[src/rtl/bird_physics.sv]
// ----------------------------------------------------------------------------
// bird_physics
// Game-state and vertical-motion engine for the bird. The 50 Hz clk_game from
// the divider is sampled as data in the clock_in domain. Each rising edge
// becomes a one-cycle physics tick. On each tick, gravity and flap impulses are
// integrated into bird_y/bird_vel, and the IDLE/FLYING/DEAD game state advances.
//
// State table:
//   state   | meaning
//   --------+---------------------------------------------------------------
//   IDLE    | bird parked at Y_START, waits for a flap to start flying
//   FLYING  | gravity/flap integration, ceiling clamp, floor and hit kill
//   DEAD    | position frozen, game_over high, a flap returns to IDLE
//   (11)    | unreachable; the next tick forces IDLE
//
// Ports:
//   clock_in   in   1   100 MHz master clock
//   rst        in   1   asynchronous, active-high reset
//   clk_game   in   1   divided game clock, sampled as data only
//   flap       in   1   asynchronous button level, rising edge = flap request
//   hit        in   1   collision flag, only looked at on ticks
//   bird_y     out  10  bird top y (0 = top of screen), unsigned
//   bird_vel   out  8   signed velocity in px/tick, negative = up
//   state      out  2   00 IDLE, 01 FLYING, 10 DEAD
//   game_over  out  1   high whenever state is DEAD
//   frame_tick out  1   one-cycle pulse, high the cycle the outputs update
// ----------------------------------------------------------------------------
module bird_physics #(
    parameter int Y_START = 240,
    parameter int CEIL_Y  = 0,
    parameter int FLOOR_Y = 460,
    parameter int GRAVITY = 1,
    parameter int FLAP_V  = 8,
    parameter int VMAX    = 10
) (
    input  logic              clock_in,
    input  logic              rst,
    input  logic              clk_game,
    input  logic              flap,
    input  logic              hit,
    output logic [9:0]        bird_y,
    output logic signed [7:0] bird_vel,
    output logic [1:0]        state,
    output logic              game_over,
    output logic              frame_tick
);

    typedef enum logic [1:0] {
        ST_IDLE   = 2'b00,
        ST_FLYING = 2'b01,
        ST_DEAD   = 2'b10,
        ST_BAD    = 2'b11
    } state_t;

    localparam logic signed [7:0]  GRAV8     = 8'(GRAVITY);
    localparam logic signed [7:0]  VMAX8     = 8'(VMAX);
    localparam logic signed [7:0]  FLAP_NEG8 = 8'(-FLAP_V);
    localparam logic signed [11:0] CEIL12    = 12'(CEIL_Y);
    localparam logic signed [11:0] FLOOR12   = 12'(FLOOR_Y);
    localparam logic [9:0]         Y_START10 = 10'(Y_START);
    localparam logic [9:0]         Y_FLAP10  = 10'(Y_START - FLAP_V);
    localparam logic [9:0]         CEIL10    = 10'(CEIL_Y);
    localparam logic [9:0]         FLOOR10   = 10'(FLOOR_Y);

    state_t state_r;

    // clk_game synchronizer and edge register
    logic cg_meta;
    logic cg_sync;
    logic cg_prev;

    // flap synchronizer and edge register
    logic       fl_meta;
    logic       fl_sync;
    logic       fl_prev;
    logic [1:0] fl_prime;
    logic       fl_armed;

    logic flap_pending;
    logic tick;
    logic flap_edge;
    logic flap_req;

    logic signed [7:0]  vel_grav;
    logic signed [7:0]  vel_n;
    logic signed [11:0] y_n;

    assign state = state_r;

    always_ff @(posedge clock_in or posedge rst) begin
        if (rst) begin
            cg_meta  <= 1'b0;
            cg_sync  <= 1'b0;
            cg_prev  <= 1'b0;
            fl_meta  <= 1'b0;
            fl_sync  <= 1'b0;
            fl_prev  <= 1'b0;
            fl_prime <= 2'b00;
            fl_armed <= 1'b0;
        end else begin
            cg_meta  <= clk_game;
            cg_sync  <= cg_meta;
            cg_prev  <= cg_sync;
            fl_meta  <= flap;
            fl_sync  <= fl_meta;
            fl_prev  <= fl_sync;
            // fl_sync carries real button data only once fl_prime[1] is set.
            // The button must then be seen released before any rising edge
            // counts. This stops a button held through reset from reading as
            // a flap.
            fl_prime <= {fl_prime[0], 1'b1};
            if (fl_prime[1] && !fl_sync) begin
                fl_armed <= 1'b1;
            end
        end
    end

    assign tick      = cg_sync & ~cg_prev;
    assign flap_edge = fl_sync & ~fl_prev & fl_armed;
    // An edge that lands on the tick cycle is consumed by that tick.
    assign flap_req  = flap_pending | flap_edge;

    always_comb begin
        vel_grav = bird_vel + GRAV8;
        if (vel_grav > VMAX8) begin
            vel_grav = VMAX8;
        end
        vel_n = flap_req ? FLAP_NEG8 : vel_grav;
        // 12-bit signed so that overshoot above the ceiling stays negative.
        y_n = $signed({2'b00, bird_y}) + {{4{vel_n[7]}}, vel_n};
    end

    always_ff @(posedge clock_in or posedge rst) begin
        if (rst) begin
            state_r      <= ST_IDLE;
            bird_y       <= Y_START10;
            bird_vel     <= '0;
            game_over    <= 1'b0;
            frame_tick   <= 1'b0;
            flap_pending <= 1'b0;
        end else begin
            frame_tick <= tick;

            if (tick) begin
                flap_pending <= 1'b0;
            end else if (flap_edge) begin
                flap_pending <= 1'b1;
            end

            if (tick) begin
                case (state_r)
                    ST_IDLE: begin
                        game_over <= 1'b0;
                        if (flap_req) begin
                            state_r  <= ST_FLYING;
                            bird_y   <= Y_FLAP10;
                            bird_vel <= FLAP_NEG8;
                        end else begin
                            bird_y   <= Y_START10;
                            bird_vel <= '0;
                        end
                    end
                    ST_FLYING: begin
                        if (hit) begin
                            state_r   <= ST_DEAD;
                            bird_vel  <= '0;
                            game_over <= 1'b1;
                        end else if (y_n <= CEIL12) begin
                            bird_y   <= CEIL10;
                            bird_vel <= '0;
                        end else if (y_n >= FLOOR12) begin
                            state_r   <= ST_DEAD;
                            bird_y    <= FLOOR10;
                            bird_vel  <= '0;
                            game_over <= 1'b1;
                        end else begin
                            bird_y   <= y_n[9:0];
                            bird_vel <= vel_n;
                        end
                    end
                    ST_DEAD: begin
                        if (flap_req) begin
                            state_r   <= ST_IDLE;
                            bird_y    <= Y_START10;
                            bird_vel  <= '0;
                            game_over <= 1'b0;
                        end
                    end
                    default: begin
                        state_r   <= ST_IDLE;
                        bird_y    <= Y_START10;
                        bird_vel  <= '0;
                        game_over <= 1'b0;
                    end
                endcase
            end
        end
    end

endmodule

[config.mk]
export PLATFORM = sky130hd
export DESIGN_NAME = bird_physics
export DESIGN_NICKNAME = d
export VERILOG_FILES = /design/src/rtl/bird_physics.sv
export SDC_FILE = /design/constraint.sdc
export NUM_CORES = 1
export LEC_CHECK = 0
export CORE_ASPECT_RATIO = 1.5
export CORE_MARGIN = 1.5
export CORE_UTILIZATION = 40
export CTS_CLUSTER_DIAMETER = 40
export DETAILED_ROUTE_END_ITERATION = 7
export GPL_ROUTABILITY_DRIVEN = 0
export PLACE_DENSITY = 0.58
export SETUP_SLACK_MARGIN = 0.3
export SLEW_MARGIN = 40
export SYNTH_ARGS = -nofsm -noshare
export SYNTH_HDL_FRONTEND = slang
export SYNTH_SLANG_ARGS = --single-unit
export TNS_END_PERCENT = 20
[constraint.sdc]
create_clock -name clock_in -period 5.4 [get_ports clock_in]
set_input_delay 1.08 -clock clock_in [delete_from_list [all_inputs] [get_ports clock_in]]
set_output_delay 1.08 -clock clock_in [all_outputs]
set_load 0.05 [all_outputs]
# Yosys cells after proc, flatten, opt, wreduce, memory -nomap -nowiden
# Cells that the tools add are included.
[totals]
regBits = 32
output_inout_bits = 22
word_cells = 67
[classes]
n_addsub = 2
order_cmp = 3
eq_ne = 7
n_mux = 27
n_bitwise = 6
reduce_logical = 8
[op_table]
columns = ["cell", "n"]
rows = [
  ["2-to-1 mux 8 bit", 7],
  ["2-to-1 mux 10 bit", 4],
  ["case mux 10 bit (3 select lines)", 1],
  ["case mux 8 bit (3 select lines)", 1],
  ["adder 11 x 8 -> 12 bit", 1],
  [">= comparator 12 x 10 -> 1 bit (second input constant)", 1],
  ["<= comparator 12 x 1 -> 1 bit (second input constant)", 1],
  ["2-to-1 mux 2 bit", 5],
  ["adder 8 x 2 -> 8 bit (second input constant)", 1],
  ["> comparator 8 x 5 -> 1 bit (second input constant)", 1],
  ["2-to-1 mux 1 bit", 6],
  ["inequality test 2 bit (second input constant)", 3],
  ["inequality test 3 bit (second input constant)", 2],
  ["case mux 2 bit (3 select lines)", 1],
  ["2-to-1 mux 5 bit", 1],
  ["AND reduction 5 bit", 1],
  ["AND reduction 4 bit", 1],
  ["AND 1 bit", 3],
  ["AND reduction 3 bit", 1],
  ["equality test 2 x 1 -> 1 bit (second input constant)", 1],
  ["equality test 2 bit (second input constant)", 1],
  ["zero test 2 bit", 1],
  ["inverter 1 bit", 2],
  ["case mux 1 bit (2 select lines)", 1],
  ["5 further kinds", 5],
]

# Longest topological paths before layout
[depth]
word_depth = 11
depth_mapped = 18
mapped_depth_nobuf = 18

# Least setup slack after synthesis
# OpenSTA, ideal clock, no wires.
[synth_path]
path_kind = "reg2reg"
from = "register bird_vel[1]"
to = "register bird_vel[3]"
arrival_ns = 4.357
required_ns = 5.274
setup_slack_ns = 0.917
stages_incl_launch_ff = 19
period_less_slack_ns = 4.483
path_cell_list = "dfrtp_1 inv_1 ha_1 o21bai_1 a21oi_1 o41ai_1 o21ai_0 nand2_1 nor2_1 ha_1 fa_1 a21oi_1 o211ai_1 mux2_2 o311a_2 or4_4 nand4_1 o21bai_1 a221o_1"
[synth_via]
elab_chain_len = 10
elab_cells_between_ends = 11
[synth_rtl]
columns = ["item", "line", "text"]
rows = [
  ["from (decl)", "42", "output logic signed [7:0] bird_vel,"],
  ["from (signal assigned)", "178", "bird_vel <= vel_n;"],
  ["adder 8 x 2 -> 8 bit *", "124", "vel_grav = bird_vel + GRAV8;"],
  ["> comparator 8 x 5 -> 1 bit", "125", "if (vel_grav > VMAX8) begin"],
  ["2-to-1 mux 8 bit *", "125", ""],
  ["2-to-1 mux 8 bit *", "128", "vel_n = flap_req ? FLAP_NEG8 : vel_grav;"],
  ["adder 11 x 8 -> 12 bit", "130", "y_n = $signed({2'b00, bird_y}) + {{4{vel_n[7]}}, vel_n};"],
  [">= comparator 12 x 10 -> 1 bit", "171", "end else if (y_n >= FLOOR12) begin"],
  ["2-to-1 mux 8 bit", "171", ""],
  ["2-to-1 mux 8 bit *", "168", "end else if (y_n <= CEIL12) begin"],
  ["2-to-1 mux 8 bit *", "164", "if (hit) begin"],
  ["case mux 8 bit (3 select lines) *", "151", "case (state_r)"],
]
# Mark *: on every way between the ends. The rest lies on a longest branch, timed or not.
# A chain may end at the register's enable or synchronous reset.

# Worst setup path after layout
[layout_path]
from = "register bird_vel[0]"
to = "register bird_y[3]"
[layout_via]
elab_chain_len = 10
elab_cells_between_ends = 11
[layout_rtl]
columns = ["item", "line", "text"]
rows = [
  ["adder 8 x 2 -> 8 bit *", "124", ""],
  ["> comparator 8 x 5 -> 1 bit", "125", ""],
  ["2-to-1 mux 8 bit *", "125", ""],
  ["2-to-1 mux 8 bit *", "128", ""],
  ["adder 11 x 8 -> 12 bit *", "130", ""],
  [">= comparator 12 x 10 -> 1 bit", "171", ""],
  ["2-to-1 mux 10 bit", "171", ""],
  ["2-to-1 mux 10 bit *", "168", ""],
  ["2-to-1 mux 10 bit *", "164", ""],
  ["case mux 10 bit (3 select lines) *", "151", ""],
  ["to (signal assigned)", "177", "bird_y <= y_n[9:0];"],
  ["to (decl)", "41", "output logic [9:0] bird_y,"],
]
# Mark *: on every way between the ends. The rest lies on a longest branch, timed or not. The select of a mux whose other input is x is not followed.

==> results.toml <==
[clocking]
clock_latency_ps = 280
htreeDepth = 2
cts.clk_slew.worst_paths_ps = 70
clock_path_buffers = 2
cts_sinks = 32
clockRootBuffer = "clkbuf_8"
cts_hold_buf = 0
cts_buffers = 5
cts_tree = "done"

[floorplan]
rows = 33
ioPinCount = 27
start_util_pct = 41.7
dieHeight_um = 96.0
dieArea_mm2 = 0.00624
die_w_um = 65.0
core_area_mm2 = 0.00553

[logic_synthesis]
async_reset_ff_share_pct = 100
post_synth_num_cell_types = 68
synth-edff-count = 0
synth_nets = 262
netlist_area_mm2 = 0.00231
syn_avg_cell_area_um2 = 9.49
synth_cells = 243
synth-seq-cells = 32
seq_area_frac_synth_pct = 34.9
synthFlopType = "dfrtp_1"
ys.warnings.count = 0

[routing]
wire_per_inst_um = 16.5
drt_iter0_drc = 75
via_count = 1988
routed_wirelength_um = 5610
drc = 0
first_pass_iters = 4
route.antenna.remaining_nets = 0
viasPerCell = 5.83

[grt]
grt_util_all_layers_pct = 19.0
grt-ovfl-total = 0
grt_pass1_wl_um = 9110
grt_pass1_vias = 1863
globalRouteMet2Util_pct = 33.7
grt_max_degree = 33
met3_usage_pct = 1.99
grt.met1_usage_pct = 22.5
antenna_found_initial = 0
busiest_layer = "met2"

[timing]
slew_headroom_pct = 54.5
hold_viol_final = 0
fin_tns_setup_ps = 0
setup_viol = 0
rsz0062_at_grt = "no"
skew_ps = 5.59
fmax_ghz = 0.216
worst_pin_slew_ps = 677
fin_ws_ps = 760
finalCritPeriodShare_pct = 85.9
period_minus_slack_ps = 4640
slew_violations = 0

[layout]
antenna_cells = 0
n_fill_cell = 572
multiInputGateArea_mm2 = 0.00141
ff_latch_area_um2 = 806
fin_nets = 289
area_growth_syn_to_layout_pct = 18.4
instances_no_fill = 341
drive_above_1_share_pct = 13.3

[placed_design]
portBuffers = 26
dp_hpwl_um = 4420
place_ws_ps = 690
dp_cells = 333

[flow_run]
cap_viol_max_count = 0

[run_status]
status = "completed"

[critical_path]
startpoint_type = "flop"
reg2reg_from = "bird_vel[0]"
crit_required_ps = 5570
r2r_cells = 17
rrSetupSlack_ps = 760
path_max_fanout = 9
regToRegEndpoint = "bird_y[3]"
cp.arrival_ps = 4810
end_kind = "flop"
worstSetupPathType = "flop to flop"

[min_path]
hp-class = "flop to flop"
worstHoldPathCells = 0
hp-start = "cg_meta"
whs_endpoint = "cg_sync"

[pwr]
power_frac_clock_pct = 12.3
p_sw_mw = 0.949
pwr_density_cell_mw_per_mm2 = 686
netSwitchingFraction_pct = 50.6
p_leak_nw = 1.17
ir_worst_vdd_uv = 446
p_int_mw = 0.925
p_seq_share_pct = 20.9
combPwrFrac_pct = 66.8
[state kept, by name (all words and copies together), names as in the netlist]
name          cells
bird_vel          8
bird_y           10
cg_meta           1
cg_prev           1
cg_sync           1
fl_armed          1
fl_meta           1
fl_prev           1
fl_prime          2
fl_sync           1
flap_pending      1
frame_tick        1
game_over         1
state             2
[power by group through the flow]
stage          sequential [mW]  clock [mW]  combinational, mW
2_1_floorplan            0.561           0              0.775
3_3_place_gp             0.397           0               1.24
3_5_place_dp             0.397           0               1.25
4_1_cts                  0.393       0.234               1.25
5_1_grt                  0.402       0.246               1.36
6_report                 0.392       0.230               1.25
[area by class of cell]
type / instances / share of cell area (%)
Clock buffer: 5 / 2.52
Timing Repair Buffer: 29 / 10.4
Tap cell: 70 / 3.21
Inverter: 9 / 1.24
Multi-Input combinational cell: 193 / 51.6
Sequential cell: 32 / 29.5
Clock inverter: 3 / 1.56
[per-stage QoR]
| stage | power (mW) | cell area, um2 | hold slack (ps) | utilization, % |
|---|---|---|---|---|
| after global placement | 1.64 | 2620 | 334 | 47.3 |
| final | 1.87 | 2730 | 351 | 49.3 |
| after global routing | 2.01 | 2730 | 359 | 49.3 |
| after detailed placement | 1.65 | 2620 | 338 | 47.3 |
| after CTS | 1.88 | 2730 | 353 | 49.3 |
| after floorplan | 1.34 | 2310 | 331 | - |
[layout by cell type, fill, tap and decap left out, types with 8 or more instances in the layout]
| cell type | netlist | layout |
|---|---|---|
| dfrtp_1 | 28 | 28 |
| clkdlybuf4s50_1 | 0 | 26 |
| nor2_1 | 15 | 15 |
| nand2_1 | 14 | 14 |
| o21ai_0 | 14 | 13 |
| ha_1 | 13 | 13 |
| a21oi_1 | 11 | 11 |
| inv_1 | 9 | 9 |
| nand3_1 | 8 | 8 |
[metal layers]
layer  wire length (um)  part of all wire (%)
met1               2410                    43
met2               2950                    53
met3                 56                   1.0
met4                201                   3.6
met5                  0                     0
[logic make-up (layout without fill, tap and decap cells)]
family,after synthesis,in the layout,synth area share [%]
other,1,1,0.163
AO/OA/AOI/OAI,92,92,30.0
buffers and inverters,18,46,3.96
AND/OR/NAND/NOR,72,72,17.3
adder cells (fa/ha/maj),14,14,7.92
XOR/XNOR,13,13,5.26
multiplexers,1,1,0.488
flip-flops,32,32,34.9
[worst max-delay path: stages, from the launching register on]
cell and delay (ps):
dfrtp_1 500, ha_1 350, o21bai_1 150, a21oi_1 80, o41ai_1 340, o21ai_1 180, nand2_1 170, nor2_1 70
ha_1 240, fa_1 470, a21oi_1 260, o211ai_1 210, mux2_2 320, o311a_2 140, nor4_1 380, a31oi_1 160
and2_1 230, a221o_1 290
[cells in the mapped netlist (all sizes together) (7+ instances only)]
cell type / number / area share (%)
nor2: 15 / 2.4
a21oi: 12 / 2.8
inv: 9 / 1.5
dfrtp: 28 / 30
nand2: 16 / 2.8
xnor2: 8 / 3.4
a21o: 11 / 3.8
nor3: 8 / 2.2
ha: 13 / 7.1
o21ai: 16 / 3.6
nand3: 9 / 2.5
a221o: 7 / 3.0
[how the worst max path moves through the flow]
| stage | startpoint | to | slack, ps | cells after the start |
|---|---|---|---|---|
| after floorplan | bird_vel[1] | bird_vel[3] | 920 | 18 |
| after global placement | bird_vel[0] | bird_y[3] | 730 | 17 |
| after detailed placement | bird_vel[0] | bird_y[3] | 690 | 17 |
| after CTS | bird_vel[0] | bird_y[3] | 660 | 17 |
| after global routing | bird_vel[0] | bird_y[3] | 400 | 17 |
| final | bird_vel[0] | bird_y[3] | 760 | 17 |
[what timing repair did]
item                                    in CTS  in global routing
buffers inserted                             0                  0
endpoints found under the setup margin       0                  2
resized for setup                            0                  1
Power figures use the tool's default switching activity.
